### src/rtl/nibble_serial_adder.sv
// -----------------------------------------------------------------------------
// nibble_serial_adder
//
// Multi-cycle WIDTH-bit add/subtract engine. One 4-bit ripple-carry adder is
// time-shared across the operand: each RUN cycle it adds one nibble of A and B,
// starting with the least significant nibble. The carry out of that nibble is
// registered and fed back as the carry in for the next nibble, so the carry
// ripples across cycles exactly as it would through a WIDTH-bit ripple adder.
//
// Subtraction is done as a + ~b + 1. B is inverted when it is latched and the
// carry register is preset to 1.
//
// Handshake: start is a request that is accepted only in IDLE, at the rising
// edge where start=1. Starts that arrive while busy=1 (RUN or DONE) are
// dropped; nothing is queued. done is a one-cycle pulse. sum/cout/ovf are
// valid while done=1 and hold until the next accepted start. They change
// nibble by nibble while busy=1 and must not be used then.
//
// Ports
//   clk       in   1      clock, rising edge
//   rst       in   1      synchronous active-high reset
//   start     in   1      operation request, sampled in IDLE only
//   sub       in   1      0: a + b + cin, 1: a - b
//   in_a      in   WIDTH  operand A, latched on accept
//   in_b      in   WIDTH  operand B, latched on accept
//   cin       in   1      carry in for add, latched on accept
//   busy      out  1      high in RUN and DONE
//   done      out  1      one-cycle result-valid pulse
//   sum       out  WIDTH  result register
//   cout      out  1      final carry out (sub: 1 = no borrow)
//   ovf       out  1      signed overflow of the full-width operation
//   state_dbg out  2      current FSM state (0 IDLE, 1 RUN, 2 DONE)
// -----------------------------------------------------------------------------

// 4-bit ripple-carry adder: s = a + b + ci, co is the carry out of bit 3.
module ripple_carry_adder_4bit (
  input  logic [3:0] a,
  input  logic [3:0] b,
  input  logic       ci,
  output logic [3:0] s,
  output logic       co
);
  logic [4:0] c;

  always_comb begin
    c    = '0;
    s    = '0;
    c[0] = ci;
    for (int i = 0; i < 4; i++) begin
      s[i]     = a[i] ^ b[i] ^ c[i];
      c[i + 1] = (a[i] & b[i]) | (c[i] & (a[i] ^ b[i]));
    end
    co = c[4];
  end
endmodule

module nibble_serial_adder #(
  parameter int WIDTH = 16
) (
  input  logic             clk,
  input  logic             rst,
  input  logic             start,
  input  logic             sub,
  input  logic [WIDTH-1:0] in_a,
  input  logic [WIDTH-1:0] in_b,
  input  logic             cin,
  output logic             busy,
  output logic             done,
  output logic [WIDTH-1:0] sum,
  output logic             cout,
  output logic             ovf,
  output logic [1:0]       state_dbg
);
  localparam int N  = WIDTH / 4;
  localparam int IW = $clog2(N);

  typedef enum logic [1:0] {
    S_IDLE = 2'd0,
    S_RUN  = 2'd1,
    S_DONE = 2'd2
  } state_t;

  state_t            state_q, state_d;
  logic [WIDTH-1:0]  a_q, a_d;
  logic [WIDTH-1:0]  b_q, b_d;
  logic              carry_q, carry_d;
  logic [IW-1:0]     idx_q, idx_d;
  logic [WIDTH-1:0]  sum_q, sum_d;
  logic              cout_q, cout_d;
  logic              ovf_q, ovf_d;
  logic              busy_q, busy_d;
  logic              done_q, done_d;

  logic [3:0]        nib_a;
  logic [3:0]        nib_b;
  logic [3:0]        add_s;
  logic              add_co;
  logic              last_nib;

  // Select the current nibble of each operand. A constant-index loop keeps the
  // mux explicit and avoids variable part-selects.
  always_comb begin
    nib_a = '0;
    nib_b = '0;
    for (int i = 0; i < N; i++) begin
      if (idx_q == IW'(i)) begin
        nib_a = a_q[4*i +: 4];
        nib_b = b_q[4*i +: 4];
      end
    end
  end

  ripple_carry_adder_4bit u_adder (
    .a  (nib_a),
    .b  (nib_b),
    .ci (carry_q),
    .s  (add_s),
    .co (add_co)
  );

  assign last_nib = (idx_q == IW'(N - 1));

  always_comb begin
    state_d = state_q;
    a_d     = a_q;
    b_d     = b_q;
    carry_d = carry_q;
    idx_d   = idx_q;
    sum_d   = sum_q;
    cout_d  = cout_q;
    ovf_d   = ovf_q;
    busy_d  = busy_q;
    done_d  = 1'b0;

    case (state_q)
      S_IDLE: begin
        if (start) begin
          a_d     = in_a;
          b_d     = sub ? ~in_b : in_b;
          carry_d = sub ? 1'b1 : cin;
          idx_d   = '0;
          sum_d   = '0;
          cout_d  = 1'b0;
          ovf_d   = 1'b0;
          busy_d  = 1'b1;
          state_d = S_RUN;
        end
      end

      S_RUN: begin
        for (int i = 0; i < N; i++) begin
          if (idx_q == IW'(i)) sum_d[4*i +: 4] = add_s;
        end
        carry_d = add_co;
        if (last_nib) begin
          // add_s[3] is the result MSB. b_q is already inverted for subtract,
          // so one rule covers both add and subtract.
          idx_d   = '0;
          cout_d  = add_co;
          ovf_d   = (a_q[WIDTH-1] == b_q[WIDTH-1]) && (add_s[3] != a_q[WIDTH-1]);
          done_d  = 1'b1;
          state_d = S_DONE;
        end else begin
          idx_d = idx_q + IW'(1);
        end
      end

      S_DONE: begin
        busy_d  = 1'b0;
        state_d = S_IDLE;
      end

      default: begin
        busy_d  = 1'b0;
        state_d = S_IDLE;
      end
    endcase
  end

  always_ff @(posedge clk) begin
    if (rst) begin
      state_q <= S_IDLE;
      a_q     <= '0;
      b_q     <= '0;
      carry_q <= 1'b0;
      idx_q   <= '0;
      sum_q   <= '0;
      cout_q  <= 1'b0;
      ovf_q   <= 1'b0;
      busy_q  <= 1'b0;
      done_q  <= 1'b0;
    end else begin
      state_q <= state_d;
      a_q     <= a_d;
      b_q     <= b_d;
      carry_q <= carry_d;
      idx_q   <= idx_d;
      sum_q   <= sum_d;
      cout_q  <= cout_d;
      ovf_q   <= ovf_d;
      busy_q  <= busy_d;
      done_q  <= done_d;
    end
  end

  assign busy      = busy_q;
  assign done      = done_q;
  assign sum       = sum_q;
  assign cout      = cout_q;
  assign ovf       = ovf_q;
  assign state_dbg = state_q;

endmodule

### config.mk
export PLATFORM = sky130hd
export DESIGN_NAME = nibble_serial_adder
export DESIGN_NICKNAME = d
export VERILOG_FILES = /design/src/rtl/nibble_serial_adder.sv
export SDC_FILE = /design/constraint.sdc
export NUM_CORES = 1
export LEC_CHECK = 0
export CORE_ASPECT_RATIO = 0.9
export CORE_MARGIN = 3
export CORE_UTILIZATION = 40
export CTS_CLUSTER_SIZE = 25
export DETAILED_ROUTE_END_ITERATION = 10
export GPL_ROUTABILITY_DRIVEN = 0
export PLACE_DENSITY = 0.68
export SLEW_MARGIN = 30
export SYNTH_ARGS = -nofsm -noshare
export SYNTH_HDL_FRONTEND = slang
export SYNTH_SLANG_ARGS = --single-unit
### constraint.sdc
create_clock -name clk -period 3.4 [get_ports clk]
set_input_delay 0.68 -clock clk [delete_from_list [all_inputs] [get_ports clk]]
set_output_delay 0.68 -clock clk [all_outputs]
set_load 0.01 [all_outputs]
==> metrics.cfg <==
[floorplanning]
die_y_um=83.60
start_util=0.4259
fp.dieW_um=92.22
rows=27
die_area_um2=7710
core_area_um2=6284
io_pins=59

[logic_synthesis]
yosys_warnings=0
synth_cell_types=37
ys.flop_type=dfxtp_1
ys_seq_area_frac=0.4264
synth.most_common_cell=dfxtp_1
synth_edf_count=0
postSynthCellCount=283
synthesis.nets=328
yosys.area.top_type=dfxtp_1
synthTopCellsByArea=dfxtp_1 (43%), a211oi_2 (6.5%), nand2_1 (5.6%), a21oi_1 (4.5%), xnor2_1 (4.3%)
synth.ff_latch_count=57
synth.avg_cell_area_um2=9.457
yosysTopAreaCellShare=0.4264
async_flop_share=0
netlist_area_um2=2676
yosys-top-cells-count=dfxtp_1 (57), nand2_1 (40), a21oi_1 (24)

[run_status]
status=completed

[global_routing]
grt_pass1_vias=2049
grt_pass1_wl_mm=10.27
grt_max_degree=43
antenna_found_initial=0
groute.usage.overall=0.1714
grt_overflow=0

[clock_tree]
cts.sinks=57
tritoncts=built
worst_skew_pair.late_latency_ps=340
cts_hold_buf=0
clockBufferDepth=2
clk_pin_slew_ps=60
cts-root-buf=clkbuf_8
cts_buffers=9
cts.htree.levels=3

[finish]
n_antenna_cell=0
final_area_um2=3535
fin_nets=385
syn_to_final_growth_pct=32.07
final_layout_size_suffix_gt1_frac=0.1768
fillCellCount=580

[place]
post-place-ws_ps=-24.47
place_area_um2=3299
place_hpwl_mm=4.553
port_buffers=58

[sta]
tightest_slew_ps=922.4
clock.fmax_ghz=0.3087
fin_tns_setup_ps=0
clock_skew_ps=2.988
period_minus_slack_ps=3239
final_max_slew_viol_count=0
hold_slack_ps=458.6
setup_ws_ps=160.7
fin_crit_sh=0.9527
setup_viol=0
hold_violations=0
maxSlewHeadroom=0.3831

[worst_setup_path]
reg2reg_to=ovf
crit_path_end=ovf
worstRegToRegCells=13
crit_type=reg -> reg
r2r_slack_ps=160
cp_max_fo=4
timing.rr.start=idx_q[1]
arrival_ps=3530
critPathLaunch=idx_q[1]
start_kind=flop
cp.required_ps=3690
crit_path_end_kind=flop

[detailed_routing]
wl_per_cell_um=14.39
drc=0
drtIter0Drc=147
wirelength_mm=6.216
vias_per_cell=5.053
ant_nets=0
firstDrtPassIters=4
num_vias=2183

[run]
maxCapViolCount=0

[pwr]
power.leakage_uw=0.001272
p_per_area_nw_per_um2=457.0
vdd_drop_max_mv=0.2450

[hold_path]
min_path_type=reg -> reg

==> report_power, final <==
part           internal, µW  switching (µW)  total (µW)
Sequential              705            26.2         731
Combinational           144             141         284
Clock                   342             258         600
Total                  1190             425        1620
==> registers in the layout (all words and copies together) (netlist names) <==
register	count
a_q	16
b_q	16
busy	1
carry_q	1
cout	1
done	1
idx_q	2
ovf	1
state_dbg	2
sum	16
==> worst max-delay path, stage by stage (launching register included) <==
cell and delay, ps:
dfxtp_2 350, inv_1 70, ha_2 210, nor2b_4 130, a221oi_1 100, o31ai_2 300
fa_2 240, inv_1 50, fa_1 370, fa_2 350, fa_1 510, or3_1 320
nand2_1 70, a22o_1 110
==> worst min path at each step <==
stage	startpoint	to	cells after the start
6_report	a_q[10]	a_q[10]	2
5_1_grt	sum[4]	sum[4]	1
4_1_cts	a_q[7]	a_q[7]	2
3_5_place_dp	sum[0]	sum[0]	1
3_3_place_gp	a_q[6]	a_q[6]	2
2_1_floorplan	a_q[0]	a_q[0]	2
==> routing by layer <==
metal	vias up	global-route usage	part of all wire
met5	-	0	0
met3	12	0.06132	0.069
met4	0	0.06208	0.019
li1	1103	-	-
met2	61	0.2473	0.43
met1	1007	0.2346	0.49
==> metrics by stage <==
stage / power [µW] / cells / utilization
finish: 1615 / 432 / 0.5625
global route: 1692 / 432 / 0.5625
CTS: 1615 / 430 / 0.5558
detailed placement: 1020 / 414 / 0.5251
global placement: 1014 / 414 / 0.5251
floorplan: 919.3 / 283 / -
==> cell usage in the layout, fill, tap and decap left out, types with 2 or more instances in the layout <==
cell type,netlist,routed
ha_2,0,3
a211oi_1,2,2
clkinv_2,0,2
a21oi_1,24,24
a22o_1,2,2
clkbuf_8,0,13
nor2_1,22,22
a221o_1,6,6
a32o_1,9,9
fa_1,4,2
o2bb2ai_1,6,6
dfxtp_2,0,2
a22oi_1,8,8
a221oi_1,3,3
dfxtp_1,57,55
nand2_1,40,40
xnor2_1,13,13
fa_2,0,2
nor3_1,2,2
buf_4,3,11
xor2_1,3,3
a21oi_2,4,4
inv_1,16,15
a211oi_2,14,14
nor2b_1,5,4
mux2_2,4,4
clkdlybuf4s50_1,0,57
==> cells by family after synthesis <==
logic type	count (synthesis)	synth area share
compound gates	83	0.2585
xor+xnor	16	0.05236
buf+inv	39	0.07059
simple gates	75	0.1230
mux	5	0.02057
fa+ha+maj	8	0.04862
flops	57	0.4264
==> final cells by class <==
cell class | count | area (µm²) | share of cell area
Tap cell | 87 | 108.9 | 0.03080
Sequential cell | 57 | 1144 | 0.3235
Clock buffer | 14 | 182.7 | 0.05168
Clock inverter | 2 | 10.01 | 0.002832
Timing Repair Buffer | 69 | 658.1 | 0.1862
Multi-Input combinational cell | 187 | 1371 | 0.3880
Inverter | 16 | 60.06 | 0.01699
==> repair_timing <==
item | CTS | global route
setup endpoints to repair | 4 | 6
gates resized for setup | 0 | 11
setup buffers | 0 | 2
pin swaps | 1 | 4
No activity file was read; power rests on OpenSTA's default activity.
